**config.mk**
```make
export PLATFORM = sky130hd
export DESIGN_NAME = hazard_ctrl
export DESIGN_NICKNAME = d
export VERILOG_FILES = /design/src/rtl/hazard_ctrl_pkg.sv /design/src/rtl/hazard_ctrl_fwd_sel.sv /design/src/rtl/hazard_ctrl.sv
export SDC_FILE = /design/constraint.sdc
export NUM_CORES = 1
export LEC_CHECK = 0
export CAP_MARGIN = 10
export CORE_UTILIZATION = 36
export CTS_CLUSTER_DIAMETER = 150
export DETAILED_ROUTE_END_ITERATION = 16
export GPL_ROUTABILITY_DRIVEN = 0
export PLACE_DENSITY = 0.75
export SLEW_MARGIN = 20
export SYNTH_ARGS = -nofsm -noshare
export SYNTH_HDL_FRONTEND = slang
export SYNTH_SLANG_ARGS = --single-unit
```
**constraint.sdc**
```tcl
create_clock -name clk -period 1.86 [get_ports clk]
set_input_delay 0.186 -clock clk [delete_from_list [all_inputs] [get_ports clk]]
set_output_delay 0.186 -clock clk [all_outputs]
set_load 0.1 [all_outputs]
```
**src/rtl/hazard_ctrl_pkg.sv**
```systemverilog
// Shared encodings for the hazard/stall controller.
// Forward selects, load result source and memory-wait FSM states.
package hazard_ctrl_pkg;

  localparam logic [1:0] FWD_RF   = 2'b00;
  localparam logic [1:0] FWD_WB   = 2'b01;
  localparam logic [1:0] FWD_MEM  = 2'b10;
  localparam logic [1:0] RES_LOAD = 2'b01;

  typedef enum logic {
    RUN      = 1'b0,
    MEM_WAIT = 1'b1
  } state_e;

endpackage

```
**src/rtl/hazard_ctrl_fwd_sel.sv**
```systemverilog
// EX-stage operand forwarding comparator.
// MEM result beats WB result; x0 is never forwarded.
module fwd_sel
  import hazard_ctrl_pkg::*;
(
  input  logic [4:0] rs_e,
  input  logic [4:0] rd_m,
  input  logic       reg_write_m,
  input  logic [4:0] rd_w,
  input  logic       reg_write_w,
  output logic [1:0] fwd
);

  logic hit_m;
  logic hit_w;

  always_comb begin
    hit_m = reg_write_m && (rd_m != 5'd0) && (rd_m == rs_e);
    hit_w = reg_write_w && (rd_w != 5'd0) && (rd_w == rs_e);
    fwd   = FWD_RF;
    if (hit_m)      fwd = FWD_MEM;
    else if (hit_w) fwd = FWD_WB;
  end

endmodule

```
**src/rtl/hazard_ctrl.sv**
```systemverilog
// Pipeline hazard/stall controller with memory-wait FSM and timeout watchdog.
// Optional perf counters (stall/flush/load-use) under HAZARD_PERF_CNT_EN.
module hazard_ctrl
  import hazard_ctrl_pkg::*;
#(
  parameter int MEM_TIMEOUT = 255,
  parameter int CNT_W       = 32
) (
  input  logic       clk,
  input  logic       rst,
  input  logic [4:0] Rs1D,
  input  logic [4:0] Rs2D,
  input  logic [4:0] Rs1E,
  input  logic [4:0] Rs2E,
  input  logic [4:0] RdE,
  input  logic [1:0] ResultSrcE,
  input  logic [1:0] PCSrcE,
  input  logic [4:0] RdM,
  input  logic       RegWriteM,
  input  logic [4:0] RdW,
  input  logic       RegWriteW,
  input  logic       MemReqM,
  input  logic       MemReadyM,
  output logic       StallF,
  output logic       StallD,
  output logic       StallE,
  output logic       StallM,
  output logic       FlushD,
  output logic       FlushE,
  output logic       FlushW,
  output logic [1:0] ForwardAE,
  output logic [1:0] ForwardBE,
`ifdef HAZARD_PERF_CNT_EN
  output logic [CNT_W-1:0] stall_cnt,
  output logic [CNT_W-1:0] flush_cnt,
  output logic [CNT_W-1:0] lu_cnt,
`endif
  output logic       err_o
);

  localparam logic [7:0] TIMEOUT = 8'(MEM_TIMEOUT);

  if (MEM_TIMEOUT < 1 || MEM_TIMEOUT > 255 || CNT_W < 1) begin : g_bad_param
    $error("hazard_ctrl: MEM_TIMEOUT must be 1..255 and CNT_W >= 1");
  end

  state_e     state_q, state_d;
  logic [7:0] wcnt_q, wcnt_d;
  logic       err_q, err_d;

  logic       memwait;
  logic       redirect;
  logic       load_use;
  logic [1:0] fwd_a;
  logic [1:0] fwd_b;

  fwd_sel u_fwd_a (
    .rs_e        (Rs1E),
    .rd_m        (RdM),
    .reg_write_m (RegWriteM),
    .rd_w        (RdW),
    .reg_write_w (RegWriteW),
    .fwd         (fwd_a)
  );

  fwd_sel u_fwd_b (
    .rs_e        (Rs2E),
    .rd_m        (RdM),
    .reg_write_m (RegWriteM),
    .rd_w        (RdW),
    .reg_write_w (RegWriteW),
    .fwd         (fwd_b)
  );

  always_comb begin
    memwait  = MemReqM && !MemReadyM;
    redirect = PCSrcE != 2'b00;
    load_use = (ResultSrcE == RES_LOAD) && (RdE != 5'd0) &&
               ((RdE == Rs1D) || (RdE == Rs2D));
    StallF    = 1'b0;
    StallD    = 1'b0;
    StallE    = 1'b0;
    StallM    = 1'b0;
    FlushD    = 1'b0;
    FlushE    = 1'b0;
    FlushW    = 1'b0;
    ForwardAE = rst ? FWD_RF : fwd_a;
    ForwardBE = rst ? FWD_RF : fwd_b;
    // E is frozen during a wait, so redirect/load-use are re-judged after it
    if (rst) begin
      StallF = 1'b0;
    end else if (memwait) begin
      StallF = 1'b1;
      StallD = 1'b1;
      StallE = 1'b1;
      StallM = 1'b1;
      FlushW = 1'b1;
    end else if (redirect) begin
      FlushD = 1'b1;
      FlushE = 1'b1;
    end else if (load_use) begin
      StallF = 1'b1;
      StallD = 1'b1;
      FlushE = 1'b1;
    end
  end

  always_comb begin
    state_d = state_q;
    wcnt_d  = wcnt_q;
    err_d   = err_q;
    case (state_q)
      RUN: begin
        if (memwait) begin
          state_d = MEM_WAIT;
          wcnt_d  = 8'd1;
        end else begin
          wcnt_d  = 8'd0;
        end
      end
      MEM_WAIT: begin
        if (memwait) begin
          if (wcnt_q != 8'hff) wcnt_d = wcnt_q + 8'd1;
        end else begin
          state_d = RUN;
          wcnt_d  = 8'd0;
        end
      end
      default: begin
        state_d = RUN;
        wcnt_d  = 8'd0;
      end
    endcase
    if (memwait && (wcnt_d == TIMEOUT)) err_d = 1'b1;
  end

  always_ff @(posedge clk or posedge rst) begin
    if (rst) begin
      state_q <= RUN;
      wcnt_q  <= 8'd0;
      err_q   <= 1'b0;
    end else begin
      state_q <= state_d;
      wcnt_q  <= wcnt_d;
      err_q   <= err_d;
    end
  end

  assign err_o = err_q;

`ifdef HAZARD_PERF_CNT_EN
  logic [CNT_W-1:0] stall_cnt_q, stall_cnt_d;
  logic [CNT_W-1:0] flush_cnt_q, flush_cnt_d;
  logic [CNT_W-1:0] lu_cnt_q, lu_cnt_d;

  always_comb begin
    stall_cnt_d = stall_cnt_q + {{(CNT_W-1){1'b0}}, StallF};
    flush_cnt_d = flush_cnt_q + {{(CNT_W-1){1'b0}}, FlushD};
    lu_cnt_d    = lu_cnt_q + {{(CNT_W-1){1'b0}}, StallF && !StallE};
  end

  always_ff @(posedge clk or posedge rst) begin
    if (rst) begin
      stall_cnt_q <= '0;
      flush_cnt_q <= '0;
      lu_cnt_q    <= '0;
    end else begin
      stall_cnt_q <= stall_cnt_d;
      flush_cnt_q <= flush_cnt_d;
      lu_cnt_q    <= lu_cnt_d;
    end
  end

  assign stall_cnt = stall_cnt_q;
  assign flush_cnt = flush_cnt_q;
  assign lu_cnt    = lu_cnt_q;
`endif

endmodule

```
# Yosys cells after proc, flatten, opt, wreduce, memory -nomap -nowiden
# Index checks and enable logic that the tools add are counted.
# word_totals
elab_cells,52
in_bits,45
register_bits,10
output_inout_bits,12
# classes
n_reduce_logical,16
n_bitwise,1
muxes,22
eq_ne,9
addsub,1
# op_table
cell,count
$eq 5x5->1,6
$mux 8,2
$pmux 8 s2,1
$mux 1,15
$reduce_bool 5->1,3
$logic_and 1x1->1,10
$add 8x1->8 const B,1
$eq 8x8->1 const B,1
$mux 2,4
$ne 8x8->1 const B,1
$eq 2x1->1 const B,1
$reduce_bool 2->1,1
$logic_not 1->1,1
$logic_or 1x1->1,1
$not 1->1,1

# Depth between registers and ports, before layout
# depth
ltp_word,7
mapped_depth,7
depth_no_buf,6

# Cells and area by module
# Synthesis repeated with hierarchy kept, for this count alone.
# hier_totals
hier_cells,138
hier_area_um2,1122.3
# modules_own_cells
mod,cells_per_inst,area_each_um2,instances,seq_area_each_um2
hazard_ctrl,96,804.5,1,250.2
fwd_sel,21,158.9,2,0.0

# Worst setup path before layout
# No wires, ideal clock.
# synth_timing
path_type,input -> output
from,input port RdM[3]
to,output port ForwardAE[1]
slack_ps,-1588
arrival_time_ps,3262
path_buffers,0
required_ps,1674
stages,3
path_cell_list,or4_1 > o21ai_2 > nor4_1
# synth_between
elab_chain_len,5
word_cells_on_any_way,6
classes_between,eq/ne (1); mux (2); reduce/logical (3)
# synth_rtl
element,line_no,rtl
from (decl),hazard_ctrl.sv:18,"input logic [4:0] RdM,"
$reduce_bool 5->1,hazard_ctrl_fwd_sel.sv:18,hit_m = reg_write_m && (rd_m != 5'd0) && (rd_m == rs_e);
$logic_and 1x1->1,hazard_ctrl_fwd_sel.sv:18,
$logic_and 1x1->1 *,hazard_ctrl_fwd_sel.sv:18,
$mux 2 *,hazard_ctrl_fwd_sel.sv:21,if (hit_m) fwd = FWD_MEM;
$mux 2 *,hazard_ctrl.sv:87,ForwardAE = rst ? FWD_RF : fwd_a;
to (decl),hazard_ctrl.sv:31,"output logic [1:0] ForwardAE,"
# Mark *: on every way between the ends. The rest lies on a longest branch, timed or not.

# Worst setup path in the final report
# layout_timing
from,input port Rs2E[3]
to,output port ForwardBE[0]
# layout_between
elab_chain_len,5
word_cells_on_any_way,7
classes_between,eq/ne (2); mux (3); reduce/logical (2)
# layout_rtl
element,line_no,rtl
from (decl),hazard_ctrl.sv:14,"input logic [4:0] Rs2E,"
$eq 5x5->1,hazard_ctrl_fwd_sel.sv:19,hit_w = reg_write_w && (rd_w != 5'd0) && (rd_w == rs_e);
$logic_and 1x1->1,hazard_ctrl_fwd_sel.sv:19,
$mux 1,hazard_ctrl_fwd_sel.sv:22,else if (hit_w) fwd = FWD_WB;
$mux 2 *,hazard_ctrl_fwd_sel.sv:21,
$mux 2 *,hazard_ctrl.sv:88,ForwardBE = rst ? FWD_RF : fwd_b;
to (decl),hazard_ctrl.sv:32,"output logic [1:0] ForwardBE,"
# Marked as above.

==> PnR_summary.wiki <==
{| class="wikitable"
! Metric !! Value
|-
| Critical Path AT || between 1.5 and 2 ns
|-
| Synth warn || 0
|-
| Post-route ant nets || 0
|-
| Leak Pwr || 0.930 nW
|-
| Insertion delay to the later sink of the worst-skew pair || between 0.2 and 0.3 ns
|-
| Area overhead of the layout relative to synthesis || 92.7%
|-
| Area of the core region || 2810 um^2
|-
| CTS sink count || 10
|-
| Number of vias per cell after detailed routing || 5.30
|-
| Effective utilization at floorplan || 38.7%
|-
| Height of the die || approximately 57 um
|-
| Count of TritonRoute iterations in the first routing pass || 4
|-
| Number of stages on the worst hold path || 1
|-
| Detailed-route via count || roughly 1,300
|-
| Min-delay src || err_o
|-
| Remaining Overflow, GRT || 0
|-
| DRT Wirelength || 3500 um
|-
| Worst reg-to-reg setup slack || 0.12 ns
|-
| Worst slew margin relative to its limit || just under 80%
|-
| Max frequency || 0.547 GHz
|-
| Ranking of synthesized cells by area || dfrtp_1, xnor2_1, xor2_1, nor3_1, nand2_1
|-
| Critical setup path kind || in -> out
|-
| Setup repair after global routing missed its margin || no
|-
| Post-Route Skew || about 0.0022 ns
|-
| Setup violations, final || 0
|-
| Global-route wire length before repair || 5580 um
|-
| H-tree depth || 1
|-
| Synth top area share || a little under a quarter
|-
| Area of the mapped netlist || 1090 um^2
|-
| Post-Synth Adder-Cell Area || under 10%
|-
| Critical path peak fanout || 2
|-
| Final Worst Setup Slack || slightly above 0.03 ns
|-
| Number of global-route vias before repair || 1,308
|-
| Detailed-route DRC error count || 0
|-
| Diodes inserted || 0
|-
| Minimum period implied by the final worst setup slack || roughly 1.8 ns
|-
| Placed instance area || between 1500 and 2000 um^2
|-
| Highest metal layer used by the detailed router || met4
|-
| Largest net degree at the start of global routing || 11
|-
| Detailed Place HPWL || around 3000 um
|-
| Floorplan die width || ~57 um
|-
| Worst Tran Pin Value || 0.345 ns
|-
| M1 wire length || ~1300 um
|-
| Non-Filler Instances || approximately 240
|-
| Maximum vdd ir drop || 0.000326 V
|-
| Mux share of post-synthesis cell area || approximately 1.8%
|-
| FF-to-FF path depth || 6
|-
| Post-synthesis net count || about 170
|-
| Max-capacitance violation count || 0
|-
| Root buffer cell || clkbuf_4
|-
| Required time of the critical path || about 1.7 ns
|-
| Antenna violations before repair || 0
|-
| Cell area after layout || ~2100 um^2
|-
| Ratio of final minimum period to clock period || between 90% and 100%
|-
| Simple-gate share of the synthesized area || between 20% and 30%
|-
| Total power after layout || slightly below 800 uW
|-
| Count of unique library cells instantiated by Yosys || 35
|-
| Max-slew violations || 0
|-
| Inst Count DP || roughly 230
|-
| Compound-Gate Fraction of Synth Area || approximately 12%
|-
| Wire per inst || about 15 um
|-
| Net total in the final layout || approximately 250
|-
| Layout cells sized above 1 || a little over two fifths
|-
| Startpoint Class || primary input
|-
| Origin of the critical flop-to-flop path || wcnt_q[0]
|-
| Number of buffers on the longest clock path || 2
|-
| Port Buffers || 56
|-
| Pwr Density || about 380 nW/um^2
|-
| Combinational family with the most area after synthesis || simple AND/OR/NAND/NOR gates
|-
| Hold/Removal Path Class || reg -> reg
|-
| Routed met2 length || just under 2000 um
|-
| TritonCTS clock tree || yes
|-
| Clock-pin transition on the worst setup and hold timing paths || ~0.070 ns
|-
| Average cell area after synthesis || roughly 8.7 um^2
|-
| Critical path origin || Rs2E[3]
|-
| Standard-cell row count || 19
|-
| Core utilization of the finished layout || between 70 and 80%
|-
| Area enclosed by the die boundary || 3240 um^2
|-
| Kind of capture point of the worst setup path || output port
|-
| Post-synthesis sequential element count || 10
|-
| Worst r2r dst || err_o
|-
| Total global-route track usage || about 22%
|-
| Result of the run || completed
|-
| Biggest area consumer among synthesized cells || dfrtp_1
|-
| Sequential share of the synthesized area || ~23%
|-
| Place WS || -0.320 ns
|-
| Final Hold Viols || 0
|-
| Fraction of synthesized cell area in xor and xnor cells || between 20 and 30%
|-
| Number of top-level pins || 57
|-
| Number of CTS-inserted buffers || 3
|-
| End of the worst hold path || err_o
|-
| Met3 routed wirelength || around 210 um
|-
| Drt first-iter violations || 12
|-
| Number of standard cells after synthesis || approximately 130
|}
[layer usage]
layer	track usage (%)	vias up
li1	-	604
met4	5.23	0
met5	0	-
met2	44.4	51
met3	6.22	10
met1	22.8	592
[placed cells by master, fill, tap and decap left out, types with 3 or more instances in the layout]
cell type,instances
nand2_1,10
xor2_1,15
xnor2_1,17
or4_4,5
nor4_4,4
buf_12,11
clkdlybuf4s50_1,13
clkbuf_2,8
dlymetal6s2s_1,10
dlygate4sd2_1,5
buf_6,3
nor2_1,7
buf_2,5
a211oi_1,3
dfrtp_1,10
nor3_1,3
nor3_2,4
nand3_1,4
clkbuf_4,3
buf_4,25
[how the worst max path moves through the flow]
stage	cells after the start	end	slack (ns)
2_1_floorplan	3	ForwardAE[1]	-0.45
3_3_place_gp	5	ForwardAE[0]	-0.24
3_5_place_dp	6	ForwardAE[0]	-0.32
4_1_cts	6	ForwardBE[1]	-0.06
5_1_grt	6	ForwardAE[0]	0.002
6_report	5	ForwardBE[0]	0.03
[final cells by class]
class	instances	area, um^2
fillers	189	712
clock buffers	4	36.3
multi-input cells	106	916
flip-flops and latches	10	250
repair buffers	83	837
inverters	3	15.0
well taps	31	38.8
[stage by stage]
stage,hold slack (ns),setup TNS [ns]
2_1_floorplan,-0.0204,-2.01
3_3_place_gp,0.459,-1.15
3_5_place_dp,0.463,-1.49
4_1_cts,0.0995,-0.133
5_1_grt,0.508,0
6_report,0.473,0
[cell families (layout without fill, tap and decap cells)]
kind of cell    Yosys count  count (layout)
simple gates             52              52
compound gates           18              18
mux                       2               2
fa+ha+maj                 1               1
flops                    10              10
xor+xnor                 33              33
buf+inv                   9              90
[critical path, cell delays in order]
cell,delay (ns)
clkdlybuf4s15_1,0.21
xor2_1,0.15
or4_4,0.55
nor4_4,0.33
buf_12,0.21
[cells in the mapped netlist]
library cell,n
o21bai_1,1
nor2b_1,1
nand4_4,1
nand3_1,5
ha_1,1
and3_4,1
nor4_1,2
nor2_1,9
a31oi_1,1
a21oi_1,3
nand2b_1,1
o21ai_0,3
a41o_1,1
mux2i_1,2
nand2_1,10
buf_4,3
or2_1,1
nand3_2,1
or3_1,1
nor3_1,8
a2111oi_2,1
xnor2_2,1
or4_1,5
o211ai_1,2
xnor2_1,17
and3_1,2
nor4_2,2
nor3b_1,2
inv_1,3
xor2_1,15
a311o_1,1
buf_6,3
a211oi_1,4
o21ai_2,1
dfrtp_1,10
[power breakdown]
| group | switching, mW | internal (mW) | leakage (nW) |
|---|---|---|---|
| Clock | 0.0829 | 0.119 | 0.0210 |
| Sequential | 0.00204 | 0.220 | 0.138 |
| Combinational | 0.190 | 0.180 | 0.771 |
[sequential cells by signal, summed over array words and instances, names as in the netlist]
| signal | cells |
|---|---|
| err_o | 1 |
| wcnt_q | 8 |
| state_q | 1 |
[repair_timing]
action	4_1_cts	5_1_grt
endpoints found under the setup margin	7	8
hold buffers	0	1
gates resized for setup	38	46
hold endpoints to repair	0	10
setup buffers	3	0
pin swaps	12	19
No activity file was read; power rests on OpenSTA's default activity.
